<file path="src/rtl/csr_unit_pkg.sv">
// Shared types and constants for the machine-mode CSR file and trap controller.
package csr_unit_pkg;

    typedef enum logic [2:0] {
        CSR_OP_NONE = 3'd0,
        CSR_OP_RW   = 3'd1,
        CSR_OP_RS   = 3'd2,
        CSR_OP_RC   = 3'd3,
        CSR_OP_RWI  = 3'd5,
        CSR_OP_RSI  = 3'd6,
        CSR_OP_RCI  = 3'd7
    } csr_op_t;

    typedef enum logic [1:0] {
        PRIV_U = 2'b00,
        PRIV_M = 2'b11
    } priv_t;

    localparam logic [11:0] CSR_SATP      = 12'h180;
    localparam logic [11:0] CSR_MSTATUS   = 12'h300;
    localparam logic [11:0] CSR_MISA      = 12'h301;
    localparam logic [11:0] CSR_MIE       = 12'h304;
    localparam logic [11:0] CSR_MTVEC     = 12'h305;
    localparam logic [11:0] CSR_MSCRATCH  = 12'h340;
    localparam logic [11:0] CSR_MEPC      = 12'h341;
    localparam logic [11:0] CSR_MCAUSE    = 12'h342;
    localparam logic [11:0] CSR_MTVAL     = 12'h343;
    localparam logic [11:0] CSR_MIP       = 12'h344;
    localparam logic [11:0] CSR_MCYCLE    = 12'hB00;
    localparam logic [11:0] CSR_MINSTRET  = 12'hB02;
    localparam logic [11:0] CSR_MCYCLEH   = 12'hB80;
    localparam logic [11:0] CSR_MINSTRETH = 12'hB82;
    localparam logic [11:0] CSR_MHARTID   = 12'hF14;

    localparam logic [31:0] MISA_VALUE = 32'h4010_0100;

    localparam logic [31:0] CAUSE_ILLEGAL     = 32'd2;
    localparam logic [31:0] CAUSE_BREAKPOINT  = 32'd3;
    localparam logic [31:0] CAUSE_ECALL_U     = 32'd8;
    localparam logic [31:0] CAUSE_ECALL_M     = 32'd11;
    localparam logic [31:0] CAUSE_M_TIMER_IRQ = 32'h8000_0007;

    localparam int MSTATUS_MIE    = 3;
    localparam int MSTATUS_MPIE   = 7;
    localparam int MSTATUS_MPP_LO = 11;
    localparam int MSTATUS_MPP_HI = 12;
    localparam int MIE_MTIE       = 7;
    localparam int MIP_MTIP       = 7;

    // Only M and U exist; the reserved encodings collapse to U.
    function automatic priv_t legalize_mpp(input logic [1:0] v);
        return (v == 2'b11) ? PRIV_M : PRIV_U;
    endfunction

endpackage

</file>
<file path="src/rtl/csr_counter64.sv">
// 64-bit counter with independent half writes; used for mcycle and minstret.
// Only present when CSR_COUNTERS_EN is defined.
`ifdef CSR_COUNTERS_EN
module csr_counter64 (
    input  logic        clk,
    input  logic        rst,
    input  logic        inc,
    input  logic        wr_lo,
    input  logic        wr_hi,
    input  logic [31:0] wdata,
    output logic [63:0] count_o
);

    logic [63:0] count_q;
    logic [63:0] count_d;

    // A half write wins over the increment for that cycle.
    always_comb begin
        count_d = count_q;
        if (wr_lo || wr_hi) begin
            if (wr_lo) count_d[31:0]  = wdata;
            if (wr_hi) count_d[63:32] = wdata;
        end else if (inc) begin
            count_d = count_q + 64'd1;
        end
    end

    // Counter register.
    always_ff @(posedge clk) begin
        if (rst) count_q <= '0;
        else     count_q <= count_d;
    end

    assign count_o = count_q;

endmodule
`endif

</file>
<file path="src/rtl/csr_unit.sv">
// Machine-mode CSR file and trap controller (M and U privilege only).
// Optional feature macro: CSR_COUNTERS_EN adds mcycle/minstret (64-bit).
module csr_unit
    import csr_unit_pkg::*;
#(
    parameter logic [31:0] MTVEC_RESET = 32'h0000_0000,
    parameter logic [31:0] HART_ID     = 32'd0
) (
    input  logic        clk,
    input  logic        rst,
    input  logic        stall,
    input  logic        ex_valid_i,
    input  logic [31:0] ex_pc_i,
    input  logic [31:0] ex_instr_i,
    input  logic [11:0] csr_addr_i,
    input  csr_op_t     csr_op_i,
    input  logic [31:0] csr_wdata_i,
    output logic [31:0] csr_rdata_o,
    input  logic        ex_ecall_i,
    input  logic        ex_ebreak_i,
    input  logic        ex_mret_i,
    input  logic        ex_illegal_i,
    input  logic        instret_i,
    input  logic        timer_irq_i,
    output logic        trap_redirect_o,
    output logic [31:0] trap_pc_o,
    output logic        csr_illegal_o,
    output logic [1:0]  priv_mode_o,
    output logic [31:0] satp_o
);

    priv_t       priv_q, priv_d;
    logic        mstatus_mie_q, mstatus_mie_d;
    logic        mstatus_mpie_q, mstatus_mpie_d;
    priv_t       mstatus_mpp_q, mstatus_mpp_d;
    logic        mie_mtie_q, mie_mtie_d;
    logic [31:0] mtvec_q, mtvec_d;
    logic [31:0] mscratch_q, mscratch_d;
    logic [31:0] mepc_q, mepc_d;
    logic [31:0] mcause_q, mcause_d;
    logic [31:0] mtval_q, mtval_d;
    logic [31:0] satp_q, satp_d;

    logic [31:0] csr_rdata;
    logic        csr_impl;
    logic        is_write;
    logic [31:0] csr_wnew;
    logic        csr_illegal;
    logic        trap_en;
    logic        take_trap;
    logic        mret_take;
    logic [31:0] trap_cause;
    logic [31:0] trap_tval;
    logic        csr_we;

`ifdef CSR_COUNTERS_EN
    logic [63:0] mcycle_cnt;
    logic [63:0] minstret_cnt;
`endif

    // Read mux and implemented-address decode.
    always_comb begin
        csr_rdata = '0;
        csr_impl  = 1'b1;
        case (csr_addr_i)
            CSR_MSTATUS: begin
                csr_rdata[MSTATUS_MIE]                   = mstatus_mie_q;
                csr_rdata[MSTATUS_MPIE]                  = mstatus_mpie_q;
                csr_rdata[MSTATUS_MPP_HI:MSTATUS_MPP_LO] = mstatus_mpp_q;
            end
            CSR_MISA:     csr_rdata = MISA_VALUE;
            CSR_MIE:      csr_rdata[MIE_MTIE] = mie_mtie_q;
            CSR_MTVEC:    csr_rdata = mtvec_q;
            CSR_MSCRATCH: csr_rdata = mscratch_q;
            CSR_MEPC:     csr_rdata = mepc_q;
            CSR_MCAUSE:   csr_rdata = mcause_q;
            CSR_MTVAL:    csr_rdata = mtval_q;
            CSR_MIP:      csr_rdata[MIP_MTIP] = timer_irq_i;
            CSR_SATP:     csr_rdata = satp_q;
            CSR_MHARTID:  csr_rdata = HART_ID;
`ifdef CSR_COUNTERS_EN
            CSR_MCYCLE:    csr_rdata = mcycle_cnt[31:0];
            CSR_MCYCLEH:   csr_rdata = mcycle_cnt[63:32];
            CSR_MINSTRET:  csr_rdata = minstret_cnt[31:0];
            CSR_MINSTRETH: csr_rdata = minstret_cnt[63:32];
`endif
            default:      csr_impl = 1'b0;
        endcase
    end

    // Write intent and merged write value; set/clear with zero mask is a pure read.
    always_comb begin
        is_write = 1'b0;
        csr_wnew = csr_rdata;
        case (csr_op_i)
            CSR_OP_RW, CSR_OP_RWI: begin
                is_write = 1'b1;
                csr_wnew = csr_wdata_i;
            end
            CSR_OP_RS, CSR_OP_RSI: begin
                is_write = |csr_wdata_i;
                csr_wnew = csr_rdata | csr_wdata_i;
            end
            CSR_OP_RC, CSR_OP_RCI: begin
                is_write = |csr_wdata_i;
                csr_wnew = csr_rdata & ~csr_wdata_i;
            end
            default: begin
                is_write = 1'b0;
                csr_wnew = csr_rdata;
            end
        endcase
    end

    // Access legality: unimplemented, insufficient privilege, or write to read-only space.
    always_comb begin
        csr_illegal = !rst && (csr_op_i != CSR_OP_NONE) &&
                      (!csr_impl ||
                       (csr_addr_i[9:8] > priv_q) ||
                       (is_write && csr_addr_i[11:10] == 2'b11));
    end

    // Trap priority resolution and redirect target.
    always_comb begin
        trap_en    = !stall && !rst;
        take_trap  = 1'b0;
        trap_cause = '0;
        trap_tval  = '0;
        if (trap_en) begin
            if (ex_valid_i && mstatus_mie_q && mie_mtie_q && timer_irq_i) begin
                take_trap  = 1'b1;
                trap_cause = CAUSE_M_TIMER_IRQ;
                trap_tval  = '0;
            end else if (ex_illegal_i || csr_illegal ||
                         (ex_mret_i && priv_q == PRIV_U)) begin
                take_trap  = 1'b1;
                trap_cause = CAUSE_ILLEGAL;
                trap_tval  = ex_instr_i;
            end else if (ex_ecall_i) begin
                take_trap  = 1'b1;
                trap_cause = (priv_q == PRIV_M) ? CAUSE_ECALL_M : CAUSE_ECALL_U;
                trap_tval  = '0;
            end else if (ex_ebreak_i) begin
                take_trap  = 1'b1;
                trap_cause = CAUSE_BREAKPOINT;
                trap_tval  = ex_pc_i;
            end
        end
        mret_take = trap_en && !take_trap && ex_mret_i && (priv_q == PRIV_M);
        csr_we    = trap_en && is_write && !csr_illegal && !take_trap && !mret_take;
    end

    // Next architectural state: trap, then MRET, then the plain CSR write.
    always_comb begin
        priv_d         = priv_q;
        mstatus_mie_d  = mstatus_mie_q;
        mstatus_mpie_d = mstatus_mpie_q;
        mstatus_mpp_d  = mstatus_mpp_q;
        mie_mtie_d     = mie_mtie_q;
        mtvec_d        = mtvec_q;
        mscratch_d     = mscratch_q;
        mepc_d         = mepc_q;
        mcause_d       = mcause_q;
        mtval_d        = mtval_q;
        satp_d         = satp_q;
        if (take_trap) begin
            mepc_d         = {ex_pc_i[31:2], 2'b00};
            mcause_d       = trap_cause;
            mtval_d        = trap_tval;
            mstatus_mpie_d = mstatus_mie_q;
            mstatus_mie_d  = 1'b0;
            mstatus_mpp_d  = priv_q;
            priv_d         = PRIV_M;
        end else if (mret_take) begin
            mstatus_mie_d  = mstatus_mpie_q;
            mstatus_mpie_d = 1'b1;
            priv_d         = mstatus_mpp_q;
            mstatus_mpp_d  = PRIV_U;
        end else if (csr_we) begin
            case (csr_addr_i)
                CSR_MSTATUS: begin
                    mstatus_mie_d  = csr_wnew[MSTATUS_MIE];
                    mstatus_mpie_d = csr_wnew[MSTATUS_MPIE];
                    mstatus_mpp_d  = legalize_mpp(csr_wnew[MSTATUS_MPP_HI:MSTATUS_MPP_LO]);
                end
                CSR_MIE:      mie_mtie_d = csr_wnew[MIE_MTIE];
                CSR_MTVEC:    mtvec_d    = {csr_wnew[31:2], 2'b00};
                CSR_MSCRATCH: mscratch_d = csr_wnew;
                CSR_MEPC:     mepc_d     = {csr_wnew[31:2], 2'b00};
                CSR_MCAUSE:   mcause_d   = csr_wnew;
                CSR_MTVAL:    mtval_d    = csr_wnew;
                CSR_SATP:     satp_d     = csr_wnew;
                default: ;
            endcase
        end
    end

    // Architectural state registers.
    always_ff @(posedge clk) begin
        if (rst) begin
            priv_q         <= PRIV_M;
            mstatus_mie_q  <= 1'b0;
            mstatus_mpie_q <= 1'b0;
            mstatus_mpp_q  <= PRIV_U;
            mie_mtie_q     <= 1'b0;
            mtvec_q        <= {MTVEC_RESET[31:2], 2'b00};
            mscratch_q     <= '0;
            mepc_q         <= '0;
            mcause_q       <= '0;
            mtval_q        <= '0;
            satp_q         <= '0;
        end else begin
            priv_q         <= priv_d;
            mstatus_mie_q  <= mstatus_mie_d;
            mstatus_mpie_q <= mstatus_mpie_d;
            mstatus_mpp_q  <= mstatus_mpp_d;
            mie_mtie_q     <= mie_mtie_d;
            mtvec_q        <= mtvec_d;
            mscratch_q     <= mscratch_d;
            mepc_q         <= mepc_d;
            mcause_q       <= mcause_d;
            mtval_q        <= mtval_d;
            satp_q         <= satp_d;
        end
    end

`ifdef CSR_COUNTERS_EN
    csr_counter64 u_mcycle (
        .clk     (clk),
        .rst     (rst),
        .inc     (!stall),
        .wr_lo   (csr_we && csr_addr_i == CSR_MCYCLE),
        .wr_hi   (csr_we && csr_addr_i == CSR_MCYCLEH),
        .wdata   (csr_wnew),
        .count_o (mcycle_cnt)
    );

    csr_counter64 u_minstret (
        .clk     (clk),
        .rst     (rst),
        .inc     (instret_i && !stall),
        .wr_lo   (csr_we && csr_addr_i == CSR_MINSTRET),
        .wr_hi   (csr_we && csr_addr_i == CSR_MINSTRETH),
        .wdata   (csr_wnew),
        .count_o (minstret_cnt)
    );
`else
    logic unused_instret;
    assign unused_instret = instret_i;
`endif

    assign csr_rdata_o     = rst ? 32'd0 : csr_rdata;
    assign csr_illegal_o   = csr_illegal;
    assign trap_redirect_o = take_trap || mret_take;
    assign trap_pc_o       = take_trap ? mtvec_q : (mret_take ? mepc_q : 32'd0);
    assign priv_mode_o     = priv_q;
    assign satp_o          = satp_q;

endmodule

</file>
<file path="config.mk">
export PLATFORM = sky130hd
export DESIGN_NAME = csr_unit
export DESIGN_NICKNAME = d
export VERILOG_FILES = /design/src/rtl/csr_unit_pkg.sv /design/src/rtl/csr_counter64.sv /design/src/rtl/csr_unit.sv
export SDC_FILE = /design/constraint.sdc
export NUM_CORES = 1
export LEC_CHECK = 0
export CORE_MARGIN = 3
export CORE_UTILIZATION = 50
export CTS_CLUSTER_DIAMETER = 60
export DETAILED_ROUTE_END_ITERATION = 6
export HOLD_SLACK_MARGIN = 0.06
export PLACE_DENSITY = 0.8
export REMOVE_ABC_BUFFERS = 1
export SYNTH_ARGS = -nofsm -noshare
export SYNTH_HDL_FRONTEND = slang
export SYNTH_SLANG_ARGS = --single-unit
</file>
<file path="constraint.sdc">
create_clock -name clk -period 4.6 [get_ports clk]
set_input_delay 0.92 -clock clk [delete_from_list [all_inputs] [get_ports clk]]
set_output_delay 0.92 -clock clk [all_outputs]
set_load 0.05 [all_outputs]
</file>
Word-level counts from Yosys, hierarchy flattened --
Cells that the tools add are included.
Word-level totals: register bits after elaboration 195, input port bits 121, output and inout bits 100, logic and storage cells 143
Operators by class: $lt $le $gt $ge 1, equality and inequality tests 21, muxes and demuxes 53, bitwise operators 5, reductions and logical operators 52
Operators by type and width (count):
- two-way mux 32 bit | 22
- case mux 19 bit (7 select lines) | 1
- == test 12 x 10 -> 1 bit, second input constant | 9
- case mux 32 bit (3 select lines) | 1
- case mux 3 bit (6 select lines) | 2
- AND 32 bit | 1
- inverter 32 bit | 1
- OR 32 bit | 1
- OR reduction 32 bit | 1
- case mux 3 bit (7 select lines) | 1
- AND reduction 4 bit | 4
- logical AND 1 bit | 15
- two-way mux 2 bit | 7
- case mux 2 bit (7 select lines) | 1
- two-way mux 1 bit | 13
- == test 12 bit, second input constant | 1
- == test 12 x 9 -> 1 bit, second input constant | 1
- nonzero test 2 bit | 6
- OR reduction 11 bit | 1
- == test 3 bit, second input constant | 3
- case mux 1 bit (9 select lines) | 1
- AND reduction 3 bit | 3
- nonzero test 3 bit | 3
- two-way mux 4 bit | 2
- 14 further kinds | 31

Longest topological paths before layout --
Gate-level depths: netlist of the first run.
depth after elaboration 21, mapped depth 13, depth with buffers taken out 9

Least setup slack after synthesis of the first run --
Ideal clock, no wire load.
path type input to output, start point input port csr_wdata_i[28], end point output port trap_pc_o[10], data arrival time 3.527 ns, required time 3.680 ns, slack 0.153 ns, cell stages on the path 9, buffers on the path 2, path through or4_1 -> or3_1 -> o21ai_1 -> o2111a_1 -> buf_4 -> o211ai_4 -> nor4_2 -> clkbuf_1 -> a22o_1
On the way: longest elaborated chain between the ends 16
Ends and longest elaborated chain:
- from (decl) | line csr_unit.sv:17 | input logic [31:0] csr_wdata_i,
- OR reduction 32 bit * | line csr_unit.sv:101, csr_unit.sv:105
- case mux 1 bit (2 select lines) * | line csr_unit.sv:95 | case (csr_op_i)
- logical AND 1 bit * | line csr_unit.sv:120 | (is_write && csr_addr_i[11:10] == 2'b11));
- logical OR 1 bit * | line csr_unit.sv:119 | (csr_addr_i[9:8] > priv_q) ||
- logical AND 1 bit * | line csr_unit.sv:117 | csr_illegal = !rst && (csr_op_i != CSR_OP_NONE) &&
- logical OR 1 bit * (2 in series) | line csr_unit.sv:134 | end else if (ex_illegal_i || csr_illegal ||
- two-way mux 1 bit * | line csr_unit.sv:134
- two-way mux 1 bit * | line csr_unit.sv:130 | if (ex_valid_i && mstatus_mie_q && mie_mtie_q && timer_irq_i) begin
- two-way mux 1 bit * | line csr_unit.sv:129 | if (trap_en) begin
- logical NOT 1 bit | line csr_unit.sv:149 | mret_take = trap_en && !take_trap && ex_mret_i && (priv_q == PRIV_M);
- logical AND 1 bit (3 in series) | line csr_unit.sv:149
- two-way mux 32 bit | line csr_unit.sv:255 | assign trap_pc_o = take_trap ? mtvec_q : (mret_take ? mepc_q : 32'd0);
- two-way mux 32 bit * | line csr_unit.sv:255
- to (decl) | line csr_unit.sv:26 | output logic [31:0] trap_pc_o,
Mark *: on every way between the ends. The rest lies on a longest branch, timed or not.

Final worst setup path of the first run --
start point input port csr_addr_i[2], end point output port csr_rdata_o[5]
On the way: longest elaborated chain between the ends 3, elaborated cells between the ends (all ways) 8, those cells by class eq/ne: 6; mux: 2
Ends and longest elaborated chain:
- from (decl) | line csr_unit.sv:15 | input logic [11:0] csr_addr_i,
- == test 12 x 9 -> 1 bit or == test 12 x 10 -> 1 bit (tied branches) | line csr_unit.sv:65 | case (csr_addr_i)
- case mux 3 bit (6 select lines) * | line csr_unit.sv:65
- two-way mux 32 bit * | line csr_unit.sv:252 | assign csr_rdata_o = rst ? 32'd0 : csr_rdata;
- to (decl) | line csr_unit.sv:18 | output logic [31:0] csr_rdata_o,
Marked as above.

==> results of run 1 <==
==> sequential cells by signal (all words and copies together) (netlist names) <==
| name | cells |
|---|---|
| mtvec_q | 30 |
| mepc_q | 30 |
| priv_mode_o | 2 |
| mstatus_mpie_q | 1 |
| mie_mtie_q | 1 |
| mscratch_q | 32 |
| satp_o | 32 |
| mcause_q | 32 |
| mtval_q | 32 |
| mstatus_mie_q | 1 |
| mstatus_mpp_q | 2 |
==> metrics by stage <==
step	hold slack (ps)	util, %	area, µm²	cells
after CTS	454	70.3	15400	1948
after floorplan	423	-	10600	1320
after global routing	469	71.5	15600	1948
final	453	71.5	15600	1948
after global placement	437	67.4	14800	1912
after detailed placement	444	67.4	14800	1912
==> worst max-delay path: cells and delay by family <==
| kind | cells | cell delay (ps) |
|---|---|---|
| compound gates | 2 | 240 |
| simple gates | 4 | 1290 |
| buf+inv | 4 | 1140 |
==> power groups by stage <==
stage / clock (mW) / sequential (mW) / combinational, mW
2_1_floorplan: 0 / 1.79 / 0.252
3_3_place_gp: 0 / 1.80 / 0.570
3_5_place_dp: 0 / 1.80 / 0.581
4_1_cts: 1.46 / 1.76 / 0.587
5_1_grt: 1.52 / 1.77 / 0.641
6_report: 1.46 / 1.76 / 0.610
==> final timing paths <==
| check | to | cells after the start |
|---|---|---|
| max reg2reg | mtval_q[27] | 9 |
| min reg2reg | mscratch_q[11] | 2 |
| min | mscratch_q[11] | 2 |
| max | csr_rdata_o[5] | 10 |
==> layout make-up <==
class	count	area, µm²	share of cell area, %
tap	280	350	2.24
clock inverter	13	121	0.776
timing repair buffer	316	3820	24.4
clock buffer	19	453	2.90
multi-input combinational	1113	6950	44.4
inverter	12	45.0	0.288
sequential	195	3900	25.0
==> kinds of logic (layout without fill, tap and decap cells) <==
| kind of cell | after synthesis | after routing |
|---|---|---|
| AND/OR/NAND/NOR | 577 | 577 |
| AO/OA/AOI/OAI | 395 | 395 |
| flip-flops | 195 | 195 |
| buffers and inverters | 147 | 360 |
| multiplexers | 106 | 106 |
| XOR/XNOR | 31 | 31 |
| adder cells (fa/ha/maj) | 2 | 2 |
| other | 1 | 2 |
==> placed cells by master, fill, tap and decap left out, types with 5 or more instances in the layout <==
cell             instances
a21boi_0                 6
a22o_1                  16
clkbuf_16               17
and3_1                   8
nor2_1                 138
or2_2                   11
o22ai_1                 10
a22oi_1                 41
xnor2_1                 31
a221oi_1                21
a21oi_1                130
a211oi_1                36
nand3_1                 54
and2_1                   7
clkinv_4                 6
a31oi_1                  7
dfxtp_1                195
o221a_2                  9
nand2_1                310
nor2b_1                  6
buf_12                  81
a21o_1                  27
a221o_1                  9
inv_1                   12
clkdlybuf4s50_1        140
o21ai_0                  9
dlymetal6s2s_1           9
a22o_4                  18
buf_4                   78
a311oi_1                25
nor3_1                   5
mux2i_1                103
==> layer usage <==
| metal | wire length (µm) | vias up | track usage [%] |
|---|---|---|---|
| met1 | 17300 | 5899 | 47.5 |
| met4 | 2340 | 0 | 18.8 |
| met3 | 5480 | 179 | 7.18 |
| met2 | 20800 | 928 | 56.3 |
| met5 | 0 | - | 0 |
| li1 | - | 5604 | - |
==> timing repair <==
| item | 4_1_cts | 5_1_grt |
|---|---|---|
| setup endpoints to repair | 30 | 23 |
| buffers inserted | 3 | 0 |
| resized for setup | 5 | 43 |
| pin swaps | 4 | 11 |
| cloned | 1 | 0 |
==> impl_metrics.env, run 1 <==
export IMPL_outcome="finished, final reports clean"
export IMPL_grt_usage_pct=36.2
export IMPL_cts_hold_buffers=0
export IMPL_relSlewSlack_pct=16.2
export IMPL_combPwrFrac_pct=15.9
export IMPL_cts_root_buf="clkbuf_16"
export IMPL_hold_path_class="reg2reg"
export IMPL_clockPowerShare_pct=38.2
export IMPL_synthMuxAreaShare_pct=9.54
export IMPL_hp_start="mscratch_q[11]"
export IMPL_avgSynthCellArea_um2=7.68
export IMPL_clkSinkCount=195
export IMPL_insertion_delay_ps=440
export IMPL_critPathLaunch="csr_addr_i[2]"
export IMPL_hold_violations=0
export IMPL_cts_tree="done"
export IMPL_drt_iter0_drc=1530
export IMPL_power_density_mw_per_mm2=245
export IMPL_criticalPathCategory="in2out"
export IMPL_synth_fa_ha_area_share_pct=0.224
export IMPL_leakagePower_nw=6.22
export IMPL_synth_top_family_by_area="compound AO/OA/AOI/OAI gates"
export IMPL_period_needed_ps=4530
export IMPL_r2r_setup_slack_ps=1460
export IMPL_yosys_top_cells_count="nand2_1, dfxtp_1, nor2_1"
export IMPL_h_tree_depth=4
export IMPL_core_area_mm2=0.0219
export IMPL_yosys_top_cells_area="dfxtp_1, nand2_1, mux2i_1"
export IMPL_ioPinCount=221
export IMPL_cp_cell_sequence="clkdlybuf4s50_1 -> buf_4 -> nor4bb_1 -> nand3_1 -> buf_12 -> or2_2 -> o21ai_0 -> a221oi_1 -> nor2_1 -> buf_12"
export IMPL_grt_ovfl_total=0
export IMPL_synth_cell_types=63
export IMPL_place_gp_congestion=0.992
export IMPL_synthCells=1454
export IMPL_chipHeight_um=155
export IMPL_max_stage_delay_ps=490
export IMPL_worstMarginPinSlew_ps=1250
export IMPL_dpl_hpwl_um=30000
export IMPL_slowest_stage="clkdlybuf4s50_1"
export IMPL_slew_viol_final=0
export IMPL_synth_most_common_cell="nand2_1"
export IMPL_synth_compound_area_share_pct=25.1
export IMPL_crit_top_cell="buf_12"
export IMPL_synth_largest_area_cell="dfxtp_1"
export IMPL_min_period_over_period_pct=98.5
export IMPL_grt_pass1_wl_um=68600
export IMPL_wl_um=45900
export IMPL_synth_edff_count=0
export IMPL_worst_setup_path_end_kind="output pin"
export IMPL_drc=0
export IMPL_p_int_mw=2.73
export IMPL_yosysSeqAreaShare_pct=35.0
export IMPL_switching_power_mw=1.11
export IMPL_synth_top_area_share_pct=35.0
export IMPL_synth_simple_area_share_pct=22.3
export IMPL_die_area_mm2=0.0242
export IMPL_power_share_switching_pct=28.9
export IMPL_cts_buffer_depth=2
export IMPL_crit_fanout=29
export IMPL_grt_pass1_vias=12200
export IMPL_first_pass_iters=6
export IMPL_worstPathArrival_ps=3610
export IMPL_fillers=1665
export IMPL_synth_area_mm2=0.0112
export IMPL_antenna_found_initial=0
export IMPL_max_freq_mhz=221
export IMPL_grt_max_degree=146
export IMPL_yosys_area_share_xor_xnor_pct=2.43
export IMPL_rr_startpoint="priv_mode_o[0]"
export IMPL_setup_viol=0
export IMPL_initial_utilization_pct=51.0
export IMPL_power_total_mw=3.84
export IMPL_vias=12600
export IMPL_num_antenna_cells=0
export IMPL_cts_buffers=17
export IMPL_ant_nets=0
export IMPL_via_per_inst=6.47
export IMPL_layout_setup_ws_ps=69.0
export IMPL_nets=1778
export IMPL_numPortBuffers=217
export IMPL_setup_tns_ps=0
export IMPL_dpl_worst_slack_ps=-243
export IMPL_ys_warn_count=0
export IMPL_drive_gt1_share_pct=15.9
export IMPL_startpoint_type="primary input"
export IMPL_crit_required_ps=3680
export IMPL_synth_seq_cells=195
export IMPL_async_flop_share_pct=0
export IMPL_maxCapViolations=0
export IMPL_clk_pin_slew_ps=80
export IMPL_p_seq_share_pct=45.9
export IMPL_die_w_um=155
export IMPL_drt_wirelength_per_cell_um=23.6
export IMPL_area_growth_pct=40.1
export IMPL_ir_worst_vdd_mv=0.226
export IMPL_rows=54
export IMPL_finalClockSkew_ps=12.3
export IMPL_synthFlopType="dfxtp_1"
export IMPL_rsz0062_at_grt="no"
Note: power is estimated with default switching activity, not from simulation.
==> run 2: changes to the inputs <==
Settings changed: MAX_ROUTING_LAYER set to met4.
==> run 2 against run 1 <==
Cell count up 0.15%. Combinational power about the same. Critical endpoint is now trap_pc_o[16]. Largest power group unchanged. Sequential share of layout area up 0.054 points.
==> impl_metrics.env, run 2 (same netlist as run 1, synthesis figures left out) <==
export IMPL_grt_pass1_wl_um=68100
export IMPL_place_gp_congestion=0.992
export IMPL_crit_fanout=8
export IMPL_nets=1780
export IMPL_layout_setup_ws_ps=85.2
export IMPL_antenna_found_initial=1
export IMPL_leakagePower_nw=6.27
export IMPL_power_density_mw_per_mm2=247
export IMPL_worstPathArrival_ps=3590
export IMPL_cts_buffer_depth=2
export IMPL_maxCapViolations=0
export IMPL_ioPinCount=221
export IMPL_first_pass_iters=6
export IMPL_clk_pin_slew_ps=80
export IMPL_ant_nets=0
export IMPL_clkSinkCount=195
export IMPL_startpoint_type="primary input"
export IMPL_cts_hold_buffers=0
export IMPL_cts_root_buf="clkbuf_16"
export IMPL_min_period_over_period_pct=98.1
export IMPL_outcome="finished, final reports clean"
export IMPL_ir_worst_vdd_mv=0.215
export IMPL_area_growth_pct=39.8
export IMPL_die_area_mm2=0.0242
export IMPL_worst_setup_path_end_kind="output pin"
export IMPL_grt_usage_pct=36.9
export IMPL_crit_top_cell="buf_12"
export IMPL_relSlewSlack_pct=18.6
export IMPL_fin_cells=1951
export IMPL_slew_viol_final=0
export IMPL_fin_util_pct=71.3
export IMPL_via_per_inst=6.48
export IMPL_cts_tree="done"
export IMPL_drc=0
export IMPL_finalClockSkew_ps=16.0
export IMPL_drive_gt1_share_pct=16.2
export IMPL_dpl_cell_count=1915
export IMPL_grt_pass1_vias=12100
export IMPL_wl_um=45800
export IMPL_die_w_um=155
export IMPL_drt_wirelength_per_cell_um=23.5
export IMPL_insertion_delay_ps=450
export IMPL_max_stage_delay_ps=570
export IMPL_power_total_mw=3.86
export IMPL_hold_violations=0
export IMPL_slowest_stage="clkdlybuf4s50_1"
export IMPL_vias=12600
export IMPL_grt_ovfl_total=0
export IMPL_hold_path_class="reg2reg"
export IMPL_layout_common_cells="nand2_1, dfxtp_1, nor2_1"
export IMPL_cts_buffers=17
export IMPL_chipHeight_um=155
export IMPL_grt_max_degree=72
export IMPL_crit_required_ps=3680
export IMPL_whs_ps=455
export IMPL_fillers=1712
export IMPL_final_common_cell="nand2_1"
export IMPL_dpl_hpwl_um=30100
export IMPL_max_freq_mhz=221
export IMPL_numPortBuffers=217
export IMPL_h_tree_depth=4
export IMPL_worstMarginPinSlew_ps=1220
export IMPL_dpl_worst_slack_ps=-304
export IMPL_initial_utilization_pct=51.0
export IMPL_cp_cell_sequence="clkdlybuf4s50_1 -> inv_1 -> nand2_1 -> o32ai_2 -> buf_4 -> o2111a_2 -> o211ai_4 -> nor4_4 -> buf_6 -> buf_12 -> a22o_1 -> buf_12"
export IMPL_drt_iter0_drc=1586
export IMPL_setup_viol=0
export IMPL_core_area_mm2=0.0219
export IMPL_criticalPathCategory="in2out"
export IMPL_rows=54
export IMPL_period_needed_ps=4510
[run 2: worst paths after layout]
check	start	to	slack [ps]	depth (start not counted)
min reg2reg	mscratch_q[8]	mscratch_q[8]	460	2
min	mscratch_q[8]	mscratch_q[8]	460	2
max reg2reg	priv_mode_o[1]	mtval_q[24]	1140	11
max	csr_addr_i[6]	trap_pc_o[16]	90	12
[run 2: critical path: cells and delay by family]
family,cells,cell delay (ps)
buffers and inverters,6,1420
AND/OR/NAND/NOR,2,480
AO/OA/AOI/OAI,4,760
[run 2: layout make-up]
cell class,count,area (µm²),area share [%]
repair buffers,318,3780,24.2
flip-flops and latches,195,3900,25.0
inverters,12,45.0,0.289
diodes,1,2.50,0.0160
clock buffers,17,425,2.73
multi-input cells,1113,6950,44.5
well taps,280,350,2.24
clock inverters,15,151,0.970
[run 2: stage by stage]
step           TNS [ps]  instance area, µm²
4_1_cts               0               15300
2_1_floorplan    -77680               10600
3_3_place_gp      -6370               14700
3_5_place_dp      -8370               14700
6_report              0               15600
5_1_grt           -45.4               15600
[run 2: timing repair]
item,CTS,global route
pin swaps,2,10
endpoints found under the setup margin,30,32
buffers inserted,1,0
resized for setup,4,50
gates cloned,1,1
[run 2: layer usage]
| metal | vias to the layer above | track usage, % | part of all wire (%) |
|---|---|---|---|
| met4 | 0 | 16.1 | 4.8 |
| met2 | 905 | 55.9 | 45 |
| li1 | 5620 | - | - |
| met5 | - | - | 0 |
| met1 | 5930 | 47.5 | 38 |
| met3 | 184 | 8.04 | 12 |
[run 2: where the power goes]
part / leakage (nW) / total, mW / switching [mW] / internal, mW
logic: 4.40 / 0.607 / 0.351 / 0.256
registers: 1.58 / 1.76 / 0.0338 / 1.73
clock network: 0.283 / 1.49 / 0.764 / 0.727
==> run 3: changes to the inputs <==
Settings changed: SKIP_CTS_REPAIR_TIMING set to 1.
==> run 3 against run 2 <==
Die area unchanged. First-iteration DRC count down 0.95%. Clock-buffer cell count unchanged. Sequential share of layout area about the same. Sequential cell count unchanged. Clock power about the same. Combinational power about the same. Clock skew down 0.61 ps. Wire length up 0.25%. Setup slack worse by 24 ps. Maximum frequency down 0.53%. Power about the same. Largest cell class unchanged. Highest routed layer unchanged.
==> impl_metrics.env, run 3 (same netlist as run 1, synthesis figures left out) <==
export IMPL_hp_start="mscratch_q[26]"
export IMPL_clkSinkCount=195
export IMPL_num_antenna_cells=0
export IMPL_worstMarginPinSlew_ps=1200
export IMPL_place_gp_congestion=0.992
export IMPL_finalClockSkew_ps=15.4
export IMPL_hold_violations=0
export IMPL_relSlewSlack_pct=20.0
export IMPL_max_freq_mhz=220
export IMPL_ioPinCount=221
export IMPL_power_total_mw=3.86
export IMPL_numPortBuffers=217
export IMPL_cts_root_buf="clkbuf_16"
export IMPL_final_common_cell="nand2_1"
export IMPL_critPathLaunch="csr_wdata_i[21]"
export IMPL_ir_worst_vdd_mv=0.216
export IMPL_cts_buffers=17
export IMPL_outcome="finished, final reports clean"
export IMPL_h_tree_depth=4
export IMPL_cp_depth=12
export IMPL_drt_iter0_drc=1571
export IMPL_slowest_stage="clkdlybuf4s50_1"
export IMPL_crit_buf_inv=5
export IMPL_core_area_mm2=0.0219
export IMPL_cts_buffer_depth=2
export IMPL_maxCapViolations=0
export IMPL_area_growth_pct=40.0
export IMPL_worst_setup_path_end_kind="output pin"
export IMPL_slew_viol_final=0
export IMPL_crit_fanout=6
export IMPL_via_per_inst=6.44
export IMPL_drive_gt1_share_pct=16.3
export IMPL_dpl_hpwl_um=30100
export IMPL_drt_wirelength_per_cell_um=23.5
export IMPL_min_period_over_period_pct=98.7
export IMPL_startpoint_type="primary input"
export IMPL_crit_required_ps=3680
export IMPL_dpl_cell_count=1915
export IMPL_die_area_mm2=0.0242
export IMPL_grt_pass1_vias=12100
export IMPL_chipHeight_um=155
export IMPL_rows=54
export IMPL_initial_utilization_pct=51.0
export IMPL_drc=0
export IMPL_power_density_mw_per_mm2=247
export IMPL_setup_viol=0
export IMPL_hold_path_class="reg2reg"
export IMPL_antenna_found_initial=0
export IMPL_max_stage_delay_ps=470
export IMPL_grt_pass1_wl_um=67700
export IMPL_regToRegEndpoint="mtval_q[24]"
export IMPL_cp_cell_sequence="clkdlybuf4s50_1 -> nor4_2 -> buf_4 -> nand4_1 -> o21ai_2 -> o2111a_2 -> o211ai_4 -> nor4_4 -> buf_6 -> clkbuf_16 -> a22o_1 -> buf_12"
export IMPL_ff2ff_path_depth=11
export IMPL_rr_startpoint="priv_mode_o[1]"
export IMPL_layout_common_cells="nand2_1, dfxtp_1, clkdlybuf4s50_1"
export IMPL_path_delay_family="buffers and inverters"
export IMPL_endpoint="trap_pc_o[16]"
export IMPL_leakagePower_nw=6.22
export IMPL_vias=12600
export IMPL_period_needed_ps=4540
export IMPL_insertion_delay_ps=450
export IMPL_criticalPathCategory="in2out"
export IMPL_die_w_um=155
export IMPL_grt_max_degree=72
export IMPL_fin_cells=1952
export IMPL_first_pass_iters=6
export IMPL_grt_ovfl_total=0
export IMPL_nets=1782
export IMPL_fillers=1721
export IMPL_ant_nets=0
export IMPL_grt_usage_pct=36.7
export IMPL_r2r_setup_slack_ps=1120
export IMPL_worstPathArrival_ps=3620
export IMPL_cts_tree="done"
export IMPL_clk_pin_slew_ps=80
export IMPL_wl_um=45900
-- run 3: final cells by class --
type / count / area, µm² / area share, %
tap: 280 / 350 / 2.24
clock inverter: 15 / 151 / 0.969
sequential: 195 / 3900 / 25.0
timing repair buffer: 320 / 3770 / 24.2
multi-input combinational: 1113 / 6970 / 44.6
inverter: 12 / 45.0 / 0.288
clock buffer: 17 / 425 / 2.72
-- run 3: per-layer routing --
metal  vias up  share of wire [%]  global-route usage [%]  wire [µm]
li1       5603                  -                       -          -
met1      5916                 38                    47.3      17600
met2       876                 45                    55.0      20600
met3       182                 12                    7.79       5330
met4         0                5.1                    17.3       2360
met5         -                  0                       -          0
-- run 3: stage by stage --
step                      area [µm²]  util [%]  hold WS (ps)  worst slack, ps  TNS [ps]
after global routing           15600      71.4           467            -21.5      -105
after CTS                      15300      69.8           453             -319     -8770
after global placement         14700      67.1           438             -229     -6370
final                          15600      71.4           455             61.2         0
after detailed placement       14700      67.1           444             -304     -8370
after floorplan                10600         -           423            -1050    -77680
-- run 3: worst reg2reg max path, stage by stage, from the launching register on --
cell and delay (ps):
dfxtp_1 490, inv_1 80, ha_1 290, nor2b_1 130, o221ai_1 200, o2111a_2 230, buf_4 180, o21ai_4 920
buf_4 290, nand2_1 60, a21o_1 170, a311oi_1 340
-- run 3: worst min path at each step --
stage | endpoint | cells past startpoint
global route | mscratch_q[1] | 2
floorplan | mscratch_q[20] | 2
detailed placement | mscratch_q[16] | 2
finish | mscratch_q[26] | 2
global placement | mscratch_q[18] | 2
CTS | mscratch_q[11] | 2
-- run 3: report_power, final --
group          internal, mW  switching (mW)  total (mW)  leakage [nW]
Clock                 0.727           0.767        1.49         0.283
Sequential             1.73          0.0344        1.76          1.58
Combinational         0.257           0.350       0.606          4.35
Total                  2.71            1.15        3.86          6.22
